===== src/rtl/sort_32_u8_stream_ctrl_pkg.sv =====
// Shared sizes, FSM state type and frame-buffer type for the byte-sorter
// stream controller.
package sort_pkg;

   localparam int unsigned SORT_N = 32;
   localparam int unsigned SORT_W = 8;
   localparam int unsigned IDX_W  = $clog2(SORT_N);

   localparam logic [IDX_W-1:0] IDX_LAST = IDX_W'(SORT_N - 1);

   typedef enum logic [2:0] {
      StLoad,
      StPad,
      StFire,
      StWait,
      StDrain
   } state_e;

   // Slot k occupies bits [8k+7:8k] when flattened.
   typedef logic [SORT_N-1:0][SORT_W-1:0] frame_t;

endpackage


===== src/rtl/sort_32_u8_stream_ctrl_frame_buf.sv =====
// 32x8 register file: indexed byte write, pad-fill from an index to the top,
// whole-frame parallel load and a flat read port.
module sort_frame_buf
   import sort_pkg::*;
(
   input  logic              clk,
   input  logic              rst,
   input  logic              we,
   input  logic [IDX_W-1:0]  waddr,
   input  logic [SORT_W-1:0] wdata,
   input  logic              fill_en,
   input  logic [IDX_W-1:0]  fill_from,
   input  logic [SORT_W-1:0] fill_val,
   input  logic              load_en,
   input  frame_t            load_data,
   output frame_t            rdata
);

   frame_t mem_q;

   always_ff @(posedge clk) begin
      if (rst) begin
         mem_q <= '0;
      end else if (load_en) begin
         mem_q <= load_data;
      end else begin
         for (int k = 0; k < SORT_N; k++) begin
            if (fill_en && (k >= int'(fill_from))) begin
               mem_q[k] <= fill_val;
            end else if (we && (k == int'(waddr))) begin
               mem_q[k] <= wdata;
            end
         end
      end
   end

   assign rdata = mem_q;

endmodule


===== src/rtl/sort_32_u8_stream_ctrl.sv =====
// Byte-stream front end and sequencer for the 32-entry byte sorter: collect,
// pad, fire, wait under a timeout, then drain the sorted frame with backpressure.
module sort_32_u8_stream_ctrl
   import sort_pkg::*;
#(
   parameter logic [SORT_W-1:0] PAD_VAL = 8'hFF,
   parameter int unsigned       TIMEOUT = 64
) (
   input  logic                     clk,
   input  logic                     rst,
   input  logic                     s_valid,
   input  logic [SORT_W-1:0]        s_data,
   input  logic                     s_last,
   output logic                     s_ready,
   output logic                     m_valid,
   output logic [SORT_W-1:0]        m_data,
   output logic                     m_last,
   input  logic                     m_ready,
   output logic                     sort_vld_in,
   output logic [SORT_N*SORT_W-1:0] sort_din,
   input  logic                     sort_vld_out,
   input  logic [SORT_N*SORT_W-1:0] sort_dout,
   output logic                     err_timeout,
   output logic                     busy
);

   localparam logic [7:0] TMO_LAST = 8'(TIMEOUT - 1);

   state_e            state_q, state_d;
   logic [IDX_W-1:0]  wr_idx_q, wr_idx_d;
   logic [IDX_W-1:0]  rd_idx_q, rd_idx_d;
   logic [7:0]        tmo_q, tmo_d;
   logic              err_q, err_d;
   logic [SORT_W-1:0] m_data_q, m_data_d;
   logic              s_ready_q, m_valid_q, m_last_q, vld_in_q, busy_q;
   logic              ld_we, ld_fill, dr_load;
   logic              s_hs, m_hs;
   frame_t            ld_frame, dr_frame;

   sort_frame_buf u_load_buf (
      .clk       (clk),
      .rst       (rst),
      .we        (ld_we),
      .waddr     (wr_idx_q),
      .wdata     (s_data),
      .fill_en   (ld_fill),
      .fill_from (wr_idx_q),
      .fill_val  (PAD_VAL),
      .load_en   (1'b0),
      .load_data ('0),
      .rdata     (ld_frame)
   );

   sort_frame_buf u_drain_buf (
      .clk       (clk),
      .rst       (rst),
      .we        (1'b0),
      .waddr     ('0),
      .wdata     ('0),
      .fill_en   (1'b0),
      .fill_from ('0),
      .fill_val  ('0),
      .load_en   (dr_load),
      .load_data (frame_t'(sort_dout)),
      .rdata     (dr_frame)
   );

   // Handshakes use the registered ready/valid so they match what the ports show.
   assign s_hs = s_valid & s_ready_q;
   assign m_hs = m_valid_q & m_ready;

   always_comb begin
      state_d  = state_q;
      wr_idx_d = wr_idx_q;
      rd_idx_d = rd_idx_q;
      tmo_d    = tmo_q;
      err_d    = err_q;
      m_data_d = m_data_q;
      ld_we    = 1'b0;
      ld_fill  = 1'b0;
      dr_load  = 1'b0;
      unique case (state_q)
         StLoad: begin
            if (s_hs) begin
               ld_we = 1'b1;
               if (wr_idx_q == IDX_LAST) begin
                  state_d  = StFire;
                  wr_idx_d = '0;
               end else begin
                  wr_idx_d = wr_idx_q + 5'd1;
                  if (s_last) begin
                     state_d = StPad;
                  end
               end
            end
         end
         StPad: begin
            ld_fill  = 1'b1;
            wr_idx_d = '0;
            state_d  = StFire;
         end
         StFire: begin
            tmo_d   = '0;
            state_d = StWait;
         end
         StWait: begin
            if (sort_vld_out) begin
               dr_load  = 1'b1;
               rd_idx_d = '0;
               m_data_d = sort_dout[SORT_W-1:0];
               state_d  = StDrain;
            end else if (tmo_q == TMO_LAST) begin
               err_d   = 1'b1;
               state_d = StLoad;
            end else begin
               tmo_d = tmo_q + 8'd1;
            end
         end
         StDrain: begin
            if (m_hs) begin
               if (rd_idx_q == IDX_LAST) begin
                  rd_idx_d = '0;
                  m_data_d = '0;
                  state_d  = StLoad;
               end else begin
                  rd_idx_d = rd_idx_q + 5'd1;
                  m_data_d = dr_frame[rd_idx_d];
               end
            end
         end
         default: state_d = StLoad;
      endcase
   end

   always_ff @(posedge clk) begin
      if (rst) begin
         state_q   <= StLoad;
         wr_idx_q  <= '0;
         rd_idx_q  <= '0;
         tmo_q     <= '0;
         err_q     <= 1'b0;
         m_data_q  <= '0;
         s_ready_q <= 1'b0;
         m_valid_q <= 1'b0;
         m_last_q  <= 1'b0;
         vld_in_q  <= 1'b0;
         busy_q    <= 1'b0;
      end else begin
         state_q   <= state_d;
         wr_idx_q  <= wr_idx_d;
         rd_idx_q  <= rd_idx_d;
         tmo_q     <= tmo_d;
         err_q     <= err_d;
         m_data_q  <= m_data_d;
         // Outputs are registered from next state so they line up with state_q.
         s_ready_q <= (state_d == StLoad);
         m_valid_q <= (state_d == StDrain);
         m_last_q  <= (state_d == StDrain) && (rd_idx_d == IDX_LAST);
         vld_in_q  <= (state_d == StFire);
         busy_q    <= !((state_d == StLoad) && (wr_idx_d == '0));
      end
   end

   assign s_ready     = s_ready_q;
   assign m_valid     = m_valid_q;
   assign m_data      = m_data_q;
   assign m_last      = m_last_q;
   assign sort_vld_in = vld_in_q;
   assign sort_din    = ld_frame;
   assign err_timeout = err_q;
   assign busy        = busy_q;

endmodule


===== config.mk =====
export PLATFORM = sky130hd
export DESIGN_NAME = sort_32_u8_stream_ctrl
export DESIGN_NICKNAME = d
export VERILOG_FILES = /design/src/rtl/sort_32_u8_stream_ctrl_pkg.sv /design/src/rtl/sort_32_u8_stream_ctrl_frame_buf.sv /design/src/rtl/sort_32_u8_stream_ctrl.sv
export SDC_FILE = /design/constraint.sdc
export NUM_CORES = 1
export LEC_CHECK = 0
export CORE_MARGIN = 3
export CORE_UTILIZATION = 40
export CTS_CLUSTER_DIAMETER = 30
export DETAILED_ROUTE_END_ITERATION = 6
export HOLD_SLACK_MARGIN = 0.02
export PLACE_DENSITY = 0.76
export SKIP_CTS_REPAIR_TIMING = 1
export SLEW_MARGIN = 20
export SYNTH_ARGS = -nofsm -noshare
export SYNTH_HDL_FRONTEND = slang
export SYNTH_SLANG_ARGS = --single-unit
export TNS_END_PERCENT = 20

===== constraint.sdc =====
create_clock -name clk -period 4.3 [get_ports clk]
set_clock_uncertainty 0.2 [all_clocks]
set_input_delay 0.86 -clock clk [delete_from_list [all_inputs] [get_ports clk]]
set_output_delay 0.86 -clock clk [all_outputs]
set_load 0.01 [all_outputs]

==> reports/results.tsv, run 1 <==
metric	value	unit
status	complete, no violations	
arrival	3.46	ns
slew_headroom	18.1	%
clock_tree.root_cell	clkbuf_16	
finalSetupViolCount	0	
drive_gt1_share	11.2	%
min_from	u_drain_buf.rdata[70]	
final_cells	3884	
grt_overflow_total	0	
die_area	0.0585	mm²
reg2reg_slack	1.11	ns
syn_area	0.0223	mm²
holdPathStages	2	
ys.warnings.count	0	
reg2reg_to	u_load_buf.rdata[32]	
fin_nets	3325	
finalCritPeriodShare	74.1	%
dieWidth	242	µm
cap_violations	0	
synth_top_area_cell	dfxtp_1	
dp.cells	3670	
clock_path_buffers	3	
ys_seq_elements	547	
dr.pass1.iters	6	
dp.final_hpwl	55000	µm
htreeDepth	3	
grtUsageTotal	25.9	%
synth_top_flop_cell	dfxtp_1	
path_max_fanout	19	
clkLatencyLatePin	0.65	ns
initial_utilization	40.9	%
fp.dieH	242	µm
pin_count	540	
grt_pass1_wl	120000	µm
finalHoldViolCount	0	
path_class	flip-flop to flip-flop	
finalWirelength	79700	µm
endpoint_kind	flip-flop	
r2r-start	wr_idx_q[4]	
cp.required	4.58	ns
p_leak	11.1	nW
io_buffers	539	
ant_nets	0	
rows	85	
hold_class	flip-flop to flip-flop	
routedWlPerCell	20.5	µm
viasPerCell	5.43	
area.growth.synth_to_final	43.9	%
drc_errors	0	
synth_cell_type_count	62	
final_cell_mix	765 x nand2_1, 546 x dfxtp_1, 538 x clkdlybuf4s50_1, 379 x a21oi_1, 115 x mux2i_1	
max-vdd-ir-drop	0.000348	V
place.gp.congestion	0.924	
fp.coreArea	0.0545	mm²
whs_endpoint	u_drain_buf.rdata[70]	
slew_viol_final	0	
grt_antenna_before_repair	10	
synthArstFlopShare	0	%
synth_fp_nets	2849	
synth_area_leaders	dfxtp_1 49%, nand2_1 13%, a21oi_1 8.5%	
grt_max_degree	225	
synth-edff-count	0	
p_per_area	484	mW/mm²
postSynthCellCount	2570	
drt_iter0_drc	1713	
vias	21080	
tritoncts	yes	
rsz0062_at_grt	false	
layout_commonest_cell	nand2_1	
start_kind	flip-flop	
fmax	314	MHz
cts_num_sinks	547	
worst_pin_slew	1.23	ns
synth_top_cell_area_share	49.2	%
cts.clk_slew.worst_paths	0.05	ns
synth_seq_area_share	49.2	%
cts_buffers	113	
r2r_cells	5	
grt_pass1_vias	20084	
period_needed	3.19	ns
avgSynthCellArea	8.67	µm²
setup_tns	0	ns
registers in the layout, summed over array words and instances, names as in the netlist:
signal / count
err_timeout: 1
wr_idx_q: 5
u_load_buf.rdata: 256
m_data: 8
s_ready: 1
busy: 1
tmo_q: 8
u_drain_buf.rdata: 256
state_q: 3
rd_idx_q: 5
m_valid: 1
m_last: 1
sort_vld_in: 1
worst max-delay path, cell delays in order (launching register included):
cell	delay [ns]
dfxtp_1	0.75
clkinv_1	0.46
and3_1	0.35
nand3_1	0.36
a21boi_1	0.69
a211oi_1	0.19
stage by stage:
step / utilization [%] / hold slack, ns / cell area, µm² / worst slack [ns] / total power (W)
floorplan: - / 0.233 / 22300 / 1.63 / 0.00591
global placement: 51.6 / 0.238 / 28100 / 0.765 / 0.00670
detailed placement: 51.6 / 0.243 / 28100 / 0.725 / 0.00671
CTS: 58.8 / 0.249 / 32000 / 1.12 / 0.0156
global route: 58.9 / 0.270 / 32000 / 1.01 / 0.0159
finish: 58.9 / 0.247 / 32100 / 1.11 / 0.0155
power breakdown:
| part | internal (W) | switching (W) | total [W] | leakage, nW |
|---|---|---|---|---|
| clock network | 0.00598 | 0.00289 | 0.00888 | 1.89 |
| registers | 0.00527 | 0.000127 | 0.00540 | 4.43 |
| logic | 0.000649 | 0.000582 | 0.00123 | 4.75 |
routing by layer:
| layer | up-vias | wire length, µm | GRT usage, % |
|---|---|---|---|
| met3 | 173 | 7240 | 6.54 |
| met1 | 9951 | 30900 | 31.7 |
| met4 | 4 | 2680 | 9.37 |
| li1 | 9893 | - | - |
| met2 | 1059 | 38900 | 44.1 |
| met5 | - | 34 | 0 |
logic make-up (layout without fill, tap and decap cells):
logic type | count (synthesis) | after routing | synth area share [%]
xor gates and xnor gates | 5 | 5 | 0.197
other | 0 | 7 | 0
buffers and inverters | 231 | 799 | 4.17
and+or+nand+nor | 973 | 973 | 17.9
muxes | 179 | 179 | 11.6
AOI/OAI and AO/OA | 626 | 626 | 16.4
adders and majority gates | 9 | 9 | 0.506
DFF | 547 | 547 | 49.2
how the worst max path moves through the flow:
stage | startpoint | cells past startpoint | slack (ns) | end
global placement | s_valid | 6 | 0.76 | u_load_buf.rdata[73]
global route | wr_idx_q[4] | 5 | 1.01 | u_load_buf.rdata[32]
floorplan | rd_idx_q[1] | 8 | 1.63 | m_data[3]
CTS | rd_idx_q[0] | 6 | 1.12 | m_data[1]
finish | wr_idx_q[4] | 5 | 1.11 | u_load_buf.rdata[32]
detailed placement | s_valid | 6 | 0.72 | u_load_buf.rdata[74]
cells in the mapped netlist, types with 7 or more instances:
cell	n
o221a_2	22
ha_1	9
a21oi_1	379
clkbuf_1	180
nand2_1	765
buf_2	15
a211oi_1	32
nor4_1	8
or3_1	11
o21ai_0	23
nor2_1	82
a21boi_0	8
o22ai_2	7
o21ai_1	15
a211o_1	8
buf_1	8
dfxtp_1	547
and3_1	10
mux2i_1	115
or2_2	8
nor2b_1	13
nor3_1	12
mux4_2	64
nand3_1	34
inv_1	17
a31oi_1	114
area by class of cell:
| type | instances | area (µm²) |
|---|---|---|
| Multi-Input combinational cell | 1792 | 10400 |
| Timing Repair Buffer | 574 | 5710 |
| Antenna cell | 7 | 17.5 |
| Tap cell | 739 | 925 |
| Sequential cell | 547 | 11000 |
| Fill cell | 4656 | 22400 |
| Clock buffer | 131 | 2990 |
| Inverter | 18 | 67.6 |
| Clock inverter | 76 | 960 |
Note: power is estimated with default switching activity, not from simulation.
==> run 2, diff against run 1 <==
PLACE_DENSITY = 0.78   (was 0.76)
clock period = 2.6 ns   (was 4.3 ns; I/O delays follow)
==> reports/results.tsv, run 2 (synthesized netlist as in run 1, its figures left out) <==
metric	value	unit	change
status	complete, no violations		unchanged
final_util	61.2	%	was 58.9%
path_max_fanout	15		was 19
final_area	0.0333	mm²	was 0.0321 mm²
final_cell_mix	765 x nand2_1, 546 x dfxtp_1, 538 x clkdlybuf4s50_1, 379 x a21oi_1, 127 x buf_4		was 765 x nand2_1, 546 x dfxtp_1, 538 x clkdlybuf4s50_1, 379 x a21oi_1, 115 x mux2i_1
ant_nets	0		unchanged
dr.pass1.iters	6		unchanged
finalCritPeriodShare	97.8	%	was 74.1%
cts_buffers	107		was 113
initial_utilization	40.9	%	unchanged
preCtsSetupSlack	-0.229	ns	was 0.725 ns
clock_path_buffers	3		unchanged
slew_headroom	46.5	%	was 18.1%
viasPerCell	5.41		was 5.43
io_buffers	539		unchanged
htreeDepth	3		unchanged
fp.dieH	242	µm	unchanged
seq_power_share	35.0	%	was 34.8%
grt_antenna_before_repair	4		was 10
drive_gt1_share	14.7	%	was 11.2%
sw_frac_of_total	23.7	%	was 23.2%
finalHoldViolCount	0		unchanged
combPwrFrac	8.5	%	was 7.9%
path_class	flip-flop to flip-flop		unchanged
die_area	0.0585	mm²	unchanged
place_area	0.0294	mm²	was 0.0281 mm²
cts.clk_slew.worst_paths	0.05	ns	about the same
routedWlPerCell	20.2	µm	was 20.5 µm
rows	85		unchanged
hold_class	input pin to flip-flop		was flip-flop to flip-flop
p_sw	0.00603	W	was 0.00360 W
grt_pass1_vias	21224		was 20084
vias	21682		was 21080
fp.coreArea	0.0545	mm²	unchanged
finalWorstSetupSlack	0.0573	ns	was 1.11 ns
grt_pass1_wl	122000	µm	was 120000 µm
tritoncts	yes		unchanged
grt_max_degree	157		was 225
cp.required	2.93	ns	was 4.58 ns
finalSetupViolCount	0		unchanged
cap_violations	0		unchanged
drt_iter0_drc	1777		was 1713
dieWidth	242	µm	unchanged
arrival	2.87	ns	was 3.46 ns
drc_errors	0		unchanged
r2r_cells	7		was 5
grtUsageTotal	26.4	%	was 25.9%
finalWirelength	80900	µm	was 79700 µm
clock_tree.root_cell	clkbuf_16		unchanged
clkPwrFrac	56.5	%	was 57.2%
layout_commonest_cell	nand2_1		unchanged
pin_count	540		unchanged
max-vdd-ir-drop	0.000730	V	was 0.000348 V
fin_nets	3449		was 3325
period_needed	2.54	ns	was 3.19 ns
cts_num_sinks	547		unchanged
endpoint_kind	flip-flop		unchanged
rsz0062_at_grt	true		was false
p_leak	11.8	nW	was 11.1 nW
worst_pin_slew	0.797	ns	was 1.23 ns
dp.final_hpwl	56300	µm	was 55000 µm
clkLatencyLatePin	0.64	ns	was 0.65 ns
p_per_area	763	mW/mm²	was 484 mW/mm²
start_kind	flip-flop		unchanged
internal_power	0.0194	W	was 0.0119 W
grt_overflow_total	0		unchanged
slew_viol_final	0		unchanged
power	0.0255	W	was 0.0155 W
fmax	393	MHz	was 314 MHz
place.gp.congestion	0.926		was 0.924
area.growth.synth_to_final	49.7	%	was 43.9%
hold_ws	0.217	ns	was 0.247 ns
holdPathStages	3		was 2
-- run 2: changes by cell type in the layout (fill, tap and decap cells not counted), sizes merged --
| cell | before | now |
|---|---|---|
| clkbuf | 131 | 132 |
| clkinv | 35 | 27 |
| buf | 36 | 165 |
| clkinvlp | 19 | 13 |
| inv | 23 | 32 |
| bufinv | 17 | 15 |
| diode | 7 | 4 |
| dlygate4sd3 | 0 | 1 |
-- run 2: path summary, 6_finish.rpt --
check	start	endpoint	slack (ns)
max reg2reg	rd_idx_q[1]	m_data[6]	0.06
min	sort_dout[213]	u_drain_buf.rdata[213]	0.22
max	rd_idx_q[1]	m_data[6]	0.06
min reg2reg	u_drain_buf.rdata[183]	u_drain_buf.rdata[183]	0.25
-- run 2: routing by layer --
layer | share of wire (%) | up-vias | track usage, %
li1 | - | 10157 | -
met1 | 38 | 10177 | 31.5
met2 | 48 | 1109 | 43.9
met3 | 9.1 | 239 | 7.11
met4 | 4.8 | 0 | 12.9
met5 | 0 | - | 0
-- run 2: metrics by stage --
stage               setup TNS, ns  instances
floorplan                       0       2570
global placement           -11.56       3799
detailed placement         -17.12       3799
CTS                        -0.132       4000
global route              -0.0984       4002
finish                          0       4005
-- run 2: layout make-up --
type	instances	area (µm²)
clock inverter	69	931
multi-input combinational	1792	10500
timing repair buffer	704	7090
fill	4371	21100
tap	739	925
antenna	4	10.0
clock buffer	132	2920
inverter	18	67.6
sequential	547	11000
-- run 2: power groups by stage --
stage / Sequential [W] / Combinational (W) / Clock, W
after floorplan: 0.00916 / 0.000618 / 0
after global placement: 0.00906 / 0.00211 / 0
after detailed placement: 0.00906 / 0.00214 / 0
after CTS: 0.00890 / 0.00215 / 0.0145
after global routing: 0.00893 / 0.00228 / 0.0149
final: 0.00890 / 0.00217 / 0.0144
-- run 2: critical path, stage by stage (launching register included) --
cell	delay, ns
dfxtp_1	0.34
ha_4	0.32
buf_12	0.17
mux4_2	0.51
nor2b_1	0.14
a211oi_1	0.37
a21oi_1	0.07
a211o_1	0.30
==> run 3, diff against run 2 <==
DONT_BUFFER_PORTS = 1   (was unset)
PLACE_DENSITY = 0.65   (was 0.78)
==> reports/results.tsv, run 3 (synthesized netlist as in run 1, its figures left out) <==
metric	value	unit	change
worst_pin_slew	1.44	ns	was 0.797 ns
io_buffers	0		was 539
drt_iter0_drc	2114		was 1777
place_area	0.0231	mm²	was 0.0294 mm²
holdPathStages	1		was 3
clock_path_buffers	3		unchanged
fin_nets	3109		was 3449
arrival	2.95	ns	was 2.87 ns
grt_max_degree	522		was 157
min_from	rst		was sort_dout[213]
reg2reg_slack	-0.02	ns	was 0.06 ns
finalCritPeriodShare	101	%	was 97.8%
dieWidth	242	µm	unchanged
vias	21213		was 21682
fmax	382	MHz	was 393 MHz
finalHoldViolCount	83		was 0
violations	negative hold slack, negative setup slack		
preCtsSetupSlack	-0.0410	ns	was -0.229 ns
slew_viol_final	0		unchanged
dp.final_hpwl	55600	µm	was 56300 µm
reg2reg_to	u_drain_buf.rdata[95]		was m_data[6]
grtUsageMet3	8.17	%	was 7.11%
place.gp.congestion	0.920		was 0.926
start_kind	flip-flop		unchanged
r2r-start	state_q[0]		was rd_idx_q[1]
dp.cells	3176		was 3799
routedWlPerCell	23.1	µm	was 20.2 µm
whs_endpoint	u_load_buf.rdata[146]		was u_drain_buf.rdata[213]
layout_commonest_cell	nand2_1		unchanged
die_area	0.0585	mm²	unchanged
max-vdd-ir-drop	0.000555	V	was 0.000730 V
clkLatencyLatePin	0.63	ns	was 0.64 ns
fp.dieH	242	µm	unchanged
finalSetupViolCount	1		was 0
met2_usage	44.3	%	was 43.9%
ant_nets	0		unchanged
htreeDepth	3		unchanged
cap_violations	0		unchanged
final_cells	3668		was 4005
cts_buffers	108		was 107
cp.required	2.93	ns	about the same
drc_errors	0		unchanged
clock_tree.root_cell	clkbuf_16		unchanged
rsz0062_at_grt	true		unchanged
rows	85		unchanged
path_class	flip-flop to flip-flop		unchanged
path_max_fanout	257		was 15
final_area	0.0298	mm²	was 0.0333 mm²
drive_gt1_share	13.7	%	was 14.7%
p_per_area	817	mW/mm²	was 763 mW/mm²
pin_count	540		unchanged
period_needed	2.62	ns	was 2.54 ns
tritoncts	yes		unchanged
initial_utilization	40.9	%	unchanged
setup_tns	-0.0174	ns	was 0 ns
grt_pass1_wl	117000	µm	was 122000 µm
grtUsageTotal	25.6	%	was 26.4%
r2r_cells	5		was 7
finalWorstSetupSlack	-0.0174	ns	was 0.0573 ns
grt_overflow_total	0		unchanged
hold_class	input pin to flip-flop		unchanged
endpoint_kind	flip-flop		unchanged
hold_ws	-0.229	ns	was 0.217 ns
slew_headroom	4.31	%	was 46.5%
final_cell_mix	765 x nand2_1, 546 x dfxtp_1, 379 x a21oi_1, 269 x dlygate4sd3_1, 114 x a31oi_1		was 765 x nand2_1, 546 x dfxtp_1, 538 x clkdlybuf4s50_1, 379 x a21oi_1, 127 x buf_4
area.growth.synth_to_final	33.8	%	was 49.7%
grt_pass1_vias	18631		was 21224
busiest_layer	met2		unchanged
globalRouteMet1Util	29.7	%	was 31.5%
status	finished with violations		was complete, no violations
finalWirelength	84800	µm	was 80900 µm
p_leak	10.5	nW	was 11.8 nW
dr.pass1.iters	7		was 6
fp.coreArea	0.0545	mm²	unchanged
viasPerCell	5.78		was 5.41
cts_num_sinks	547		unchanged
grt_antenna_before_repair	8		was 4
cts.clk_slew.worst_paths	0.05	ns	about the same
==> run 3: per-layer routing <==
layer | vias up | part of all wire [%]
met5 | - | 0
met4 | 0 | 4.8
met3 | 297 | 9.8
met2 | 1269 | 50
met1 | 10184 | 35
li1 | 9463 | -
==> run 3: worst max-delay path by stage <==
stage	start	to
2_1_floorplan	rd_idx_q[1]	m_data[1]
3_3_place_gp	rd_idx_q[0]	m_data[6]
3_5_place_dp	rd_idx_q[0]	m_data[6]
4_1_cts	rd_idx_q[0]	m_data[6]
5_1_grt	state_q[2]	u_drain_buf.rdata[95]
6_report	state_q[0]	u_drain_buf.rdata[95]
==> run 3: layout make-up <==
class / instances / area, µm²
antenna: 8 / 20.0
clock buffer: 139 / 2950
clock inverter: 62 / 805
fill: 4628 / 24700
inverter: 18 / 67.6
multi-input combinational: 1792 / 10400
sequential: 547 / 11000
tap: 739 / 925
timing repair buffer: 363 / 3620
==> run 3: power by group <==
part	switching, W	internal (W)
clock	0.00474	0.00934
combinational	0.000573	0.000569
sequential	0.000415	0.00871
total	0.00573	0.0186
==> run 3: worst max-delay path, stage by stage (launching register included) <==
cell and delay [ns]:
dfxtp_1 0.31, buf_4 0.16, nand4b_1 0.29, buf_12 0.63, nand2_1 0.26, a21oi_1 0.25
==> run 3: through the flow <==
stage               util (%)  total power [W]
CTS                     49.3           0.0240
detailed placement      42.4          0.00993
finish                  54.7           0.0244
global placement        42.4          0.00989
global route            54.7           0.0251
floorplan                  -          0.00978
==> RTL edit 1: new RTL, config.mk and constraints of run 2 <==
Reset style: asynchronous (`rst`), changed in 2 clocked blocks.
--- a/src/rtl/sort_32_u8_stream_ctrl_frame_buf.sv
+++ b/src/rtl/sort_32_u8_stream_ctrl_frame_buf.sv
@@ -19,5 +19,5 @@
    frame_t mem_q;
 
-   always_ff @(posedge clk) begin
+   always_ff @(posedge clk or posedge rst) begin
       if (rst) begin
          mem_q <= '0;
--- a/src/rtl/sort_32_u8_stream_ctrl.sv
+++ b/src/rtl/sort_32_u8_stream_ctrl.sv
@@ -133,5 +133,5 @@
    end
 
-   always_ff @(posedge clk) begin
+   always_ff @(posedge clk or posedge rst) begin
       if (rst) begin
          state_q   <= StLoad;
Behaviour: differs if rst is asserted again (counterexample within 4 cycles, from zero or initial values and one cycle with rst high); with rst held inactive, the same outputs for 4 cycles.
==> RTL edit 1 against run 2 <==
  * Routed wire length up 0.59%
  * Die area up 7.8%
  * Power up 4.7%
  * Sequential power down 2%
  * Worst hold slack worse by 21 ps
  * Worst setup slack worse by 33 ps
  * Sequential cell count unchanged
  * Global-route usage down 0.76 points
  * Fmax down 1.3%
  * Area after synthesis up 8.0%
  * Non-clock buffer count down 10
  * Cell area up 6.3%
  * Highest routed layer is now met5
==> RTL edit 1: results (changes against run 2) <==
[metrics] ANT cells: 0 (was 4)
[metrics] result of the run: finished, final reports clean (unchanged)
[metrics] routability congestion estimate from global placement: 0.9126 (was 0.9259)
[metrics] routed len/inst: 20.25 um (was 20.19 um)
[metrics] count of nets left with antenna violations after detail routing: 0 (unchanged)
[metrics] maximum clock path buffer count: 3 (unchanged)
[metrics] detailed-router iteration count before antenna repair: 6 (unchanged)
[metrics] source-to-sink clock delay at the later pin of the worst-skew pair: approximately 650 ps
[metrics] Max rail drop VDD: 620.4 uV (was 729.6 uV)
[metrics] number of warning messages in the yosys log: 0 (unchanged)
[metrics] depth of the CTS H-tree: 3 (unchanged)
[metrics] buffer type at the clock tree root: sky130_fd_sc_hd__clkbuf_16 (unchanged)
[metrics] Worst-Margin Slew: 795.9 ps (was 797.3 ps)
[metrics] layout cell share with drive strength beyond 1: 0.1465 (was 0.1468)
[metrics] Static Leak: 16.26 nW (was 11.77 nW)
[metrics] sum of net half-perimeters after detailed placement: 58,050 um (was 56,290 um)
[metrics] CP max-delay cell: sky130_fd_sc_hd__or4_1 (was sky130_fd_sc_hd__mux4_2)
[metrics] largest cells by area after synthesis: sky130_fd_sc_hd__dfrtp_1 57%, sky130_fd_sc_hd__nand2_1 18%, sky130_fd_sc_hd__mux4_2 6.7% (was sky130_fd_sc_hd__dfxtp_1 49%, sky130_fd_sc_hd__nand2_1 13%, sky130_fd_sc_hd__a21oi_1 8.5%)
[metrics] critical path peak fanout: 13 (was 15)
[metrics] library cells used by synthesis: 63 (was 62)
[metrics] fillers: 4,697 (was 4,371)
[metrics] number of antenna violations at the first check in global routing: 4 (unchanged)
[metrics] final net count: 3,426 (was 3,449)
[metrics] total global routing track utilization: 0.2559 (was 0.2635)
[metrics] average vias per placed instance: 5.236 (was 5.414)
[metrics] part of the Yosys area used for sequential elements: 0.5691 (was 0.4917)
[metrics] post-placement worst setup slack: -317.0 ps (was -228.9 ps)
[metrics] pin count of the biggest net entering global routing: 144 (was 157)
[metrics] global-route wire length before repair: 125,200 um (was 122,100 um)
[metrics] number of nets in the synthesized netlist: 2,771 (was 2,849)
[metrics] largest stage delay on the critical path: 570 ps (was 510 ps)
[metrics] clk slew on worst S/H paths: 50 ps (about the same)
[metrics] Critical Path AT: 2930 ps (was 2870 ps)
[metrics] number of global-route vias before repair: 21,660 (was 21,220)
[metrics] top cells by count, synth: 1,144 x sky130_fd_sc_hd__nand2_1, 547 x sky130_fd_sc_hd__dfrtp_1, 179 x sky130_fd_sc_hd__nand3_1 (was 765 x sky130_fd_sc_hd__nand2_1, 547 x sky130_fd_sc_hd__dfxtp_1, 379 x sky130_fd_sc_hd__a21oi_1)
[metrics] quantity of I/O buffers inserted on ports: 539 (unchanged)
[metrics] First DRT Iteration DRCs: 1,351 (was 1,777)
[metrics] cell family contributing the most delay on the critical path: simple AND/OR/NAND/NOR gates (was compound AO/OA/AOI/OAI gates)
[metrics] fraction of synthesis flops using an asynchronous set or reset pin: 1.000 (was 0)
[metrics] class of the tightest hold or removal check: input pin to asynchronous set/reset pin (was input pin to flip-flop)
[metrics] CTS buffer count: 111 (was 107)
[RTL edit 1: changes by cell type in the layout (fill, tap and decap cells not counted), sizes merged, moves of 9 or more]
cell      change
dfrtp       +547
clkinvlp     +12
a21boi        -9
nand2       +379
o221a        -22
nor2         -27
mux2i        +10
a211oi       -32
a21oi       -354
dfxtp       -547
a31oi       -105
nand3       +146
[RTL edit 1: worst paths after layout]
| kind | cells past startpoint | endpoint | slack, ps | startpoint |
|---|---|---|---|---|
| max | 7 | m_data[2] | 20 | rd_idx_q[0] |
| min | 3 | u_drain_buf.rdata[75] | 200 | rst |
| max reg2reg | 7 | m_data[2] | 20 | rd_idx_q[0] |
| min reg2reg | 2 | u_drain_buf.rdata[113] | 270 | u_drain_buf.rdata[113] |
| max in group asynchronous | 4 | u_load_buf.rdata[26] | 1330 | rst |
| min in group clk | 3 | u_drain_buf.rdata[68] | 200 | sort_dout[68] |
[RTL edit 1: kinds of logic after synthesis]
family                   after synthesis  synth area share
adder cells (fa/ha/maj)                9          0.004682
multiplexers                         199            0.1204
AND/OR/NAND/NOR                     1470            0.2520
buffers and inverters                162           0.02700
flip-flops                           547            0.5691
AO/OA/AOI/OAI                         97           0.02393
XOR/XNOR                               8          0.002913
[RTL edit 1: power breakdown]
part | switching, mW | internal (mW)
Sequential | 0.0881 | 8.62
Clock | 5.02 | 9.59
Combinational | 1.63 | 1.70
Total | 6.73 | 19.9
[RTL edit 1: final cells by class]
type / instances / area [um2] / area share
inverters: 10 / 41.29 / 0.001164
multi-input cells: 1783 / 9847 / 0.2777
repair buffers: 694 / 6973 / 0.1966
well taps: 773 / 967.2 / 0.02728
clock buffers: 129 / 2975 / 0.08391
flip-flops and latches: 547 / 13690 / 0.3861
clock inverters: 80 / 963.4 / 0.02717
[RTL edit 1: routing by layer]
| layer | global-route usage | vias to the layer above | wire [um] | part of all wire |
|---|---|---|---|---|
| met5 | 0 | - | 41 | 0.00050 |
| met3 | 0.06011 | 181 | 6417 | 0.079 |
| li1 | - | 9567 | - | - |
| met4 | 0.1086 | 6 | 2983 | 0.037 |
| met1 | 0.3052 | 10330 | 30820 | 0.38 |
| met2 | 0.4455 | 941 | 41060 | 0.50 |
[RTL edit 1: metrics by stage]
step | std cells | instance area (um2)
after floorplan | 2492 | 24060
after global placement | 3797 | 31360
after detailed placement | 3797 | 31360
after CTS | 4006 | 35300
after global routing | 4016 | 35460
final | 4016 | 35460
==> RTL edit 2: new RTL, config.mk and constraints of run 2 <==
Made on the original files. Set the package constant `SORT_N` to 16 (it was 32).
--- a/src/rtl/sort_32_u8_stream_ctrl_pkg.sv
+++ b/src/rtl/sort_32_u8_stream_ctrl_pkg.sv
@@ -3,5 +3,5 @@
 package sort_pkg;
 
-   localparam int unsigned SORT_N = 32;
+   localparam int unsigned SORT_N = 16;
    localparam int unsigned SORT_W = 8;
    localparam int unsigned IDX_W  = $clog2(SORT_N);
Ports: changed (resized sort_din and sort_dout); port bits go from 540 to 284. The function was not compared with the original's and may differ.
==> RTL edit 2 against run 2 <==
  * Via count is 45% lower
  * Non-clock buffer count shrank 350
  * Highest routed layer unchanged
  * Worst hold slack got worse by 140 ps
  * Cell area decreased by 46%
  * Sequential cell count is 258 lower
  * Power fell by 44%
  * Worst setup slack better by 44 ps
  * Combinational power down 44%
  * Synthesized cell count down 44%
  * Routed wire length is 49% lower
  * Critical path depth is the same
  * Area after synthesis decreased by 44%
==> RTL edit 2: results (changes against run 2) <==
[metrics] fillers: 2,487 (was 4,371)
[metrics] sum of met2 wire segment lengths after detailed routing: 19,610 um (was 38,700 um)
[metrics] CTS buffer count: 59 (was 107)
[metrics] hold depth: 2 (was 3)
[metrics] layout cell share with drive strength beyond 1: 0.1288 (was 0.1468)
[metrics] cell-internal power: 10.96 mW (was 19.42 mW)
[metrics] Max rail drop VDD: 443.9 uV (was 729.6 uV)
[metrics] GR met1 Demand/Resource: 0.2954 (was 0.3151)
[metrics] final net count: 1,862 (was 3,449)
[metrics] top cells by count, synth: 289 x sky130_fd_sc_hd__dfxtp_1, 268 x sky130_fd_sc_hd__nand2_1, 249 x sky130_fd_sc_hd__a21oi_1 (was 765 x sky130_fd_sc_hd__nand2_1, 547 x sky130_fd_sc_hd__dfxtp_1, 379 x sky130_fd_sc_hd__a21oi_1)
[metrics] library cells used by synthesis: 66 (was 62)
[metrics] critical path peak fanout: 32 (was 15)
[metrics] final instance count without filler cells: 2,154 (was 4,005)
[metrics] number of antenna violations at the first check in global routing: 1 (was 4)
[metrics] Static Leak: 7.003 nW (was 11.77 nW)
[metrics] pin count of the biggest net entering global routing: 124 (was 157)
[metrics] routability congestion estimate from global placement: 0.9158 (was 0.9259)
[metrics] fraction of synthesized cell area in xor and xnor cells: 0.001415 (was 0.001966)
[metrics] Critical Path AT: 2740 ps (was 2870 ps)
[metrics] source-to-sink clock delay at the later pin of the worst-skew pair: 550 ps (was 640 ps)
[metrics] Cell Count Post-Placement: 2,043 (was 3,799)
[metrics] global routing met3 resource utilization: 0.04728 (was 0.07106)
[metrics] switching part of the total: 0.2251 (was 0.2369)
[metrics] First DRT Iteration DRCs: 949 (was 1,777)
[metrics] Post-Synth Adder-Cell Area: 0.006065 (was 0.005056)
[metrics] result of the run: finished, final reports clean (unchanged)
RTL edit 2: critical path, stage by stage (launching register included):
cell	delay (ps)
sky130_fd_sc_hd__dfxtp_1	460
sky130_fd_sc_hd__ha_4	210
sky130_fd_sc_hd__buf_4	160
sky130_fd_sc_hd__xor2_2	90
sky130_fd_sc_hd__buf_12	190
sky130_fd_sc_hd__a2111oi_0	560
sky130_fd_sc_hd__nor4_1	140
sky130_fd_sc_hd__a221o_1	360
RTL edit 2: worst paths after layout:
check | from | to | slack, ps
min | rst | err_timeout | 80
max reg2reg | rd_idx_q[1] | m_data[5] | 100
max | rd_idx_q[1] | m_data[5] | 100
min reg2reg | u_load_buf.rdata[102] | u_load_buf.rdata[102] | 250
RTL edit 2: layout make-up:
cell class	instances	share of cell area
well taps	390	0.02697
clock buffers	70	0.08831
clock inverters	40	0.03285
flip-flops and latches	289	0.3198
diodes	1	0.0001383
multi-input cells	986	0.3325
repair buffers	354	0.1944
inverters	24	0.004979
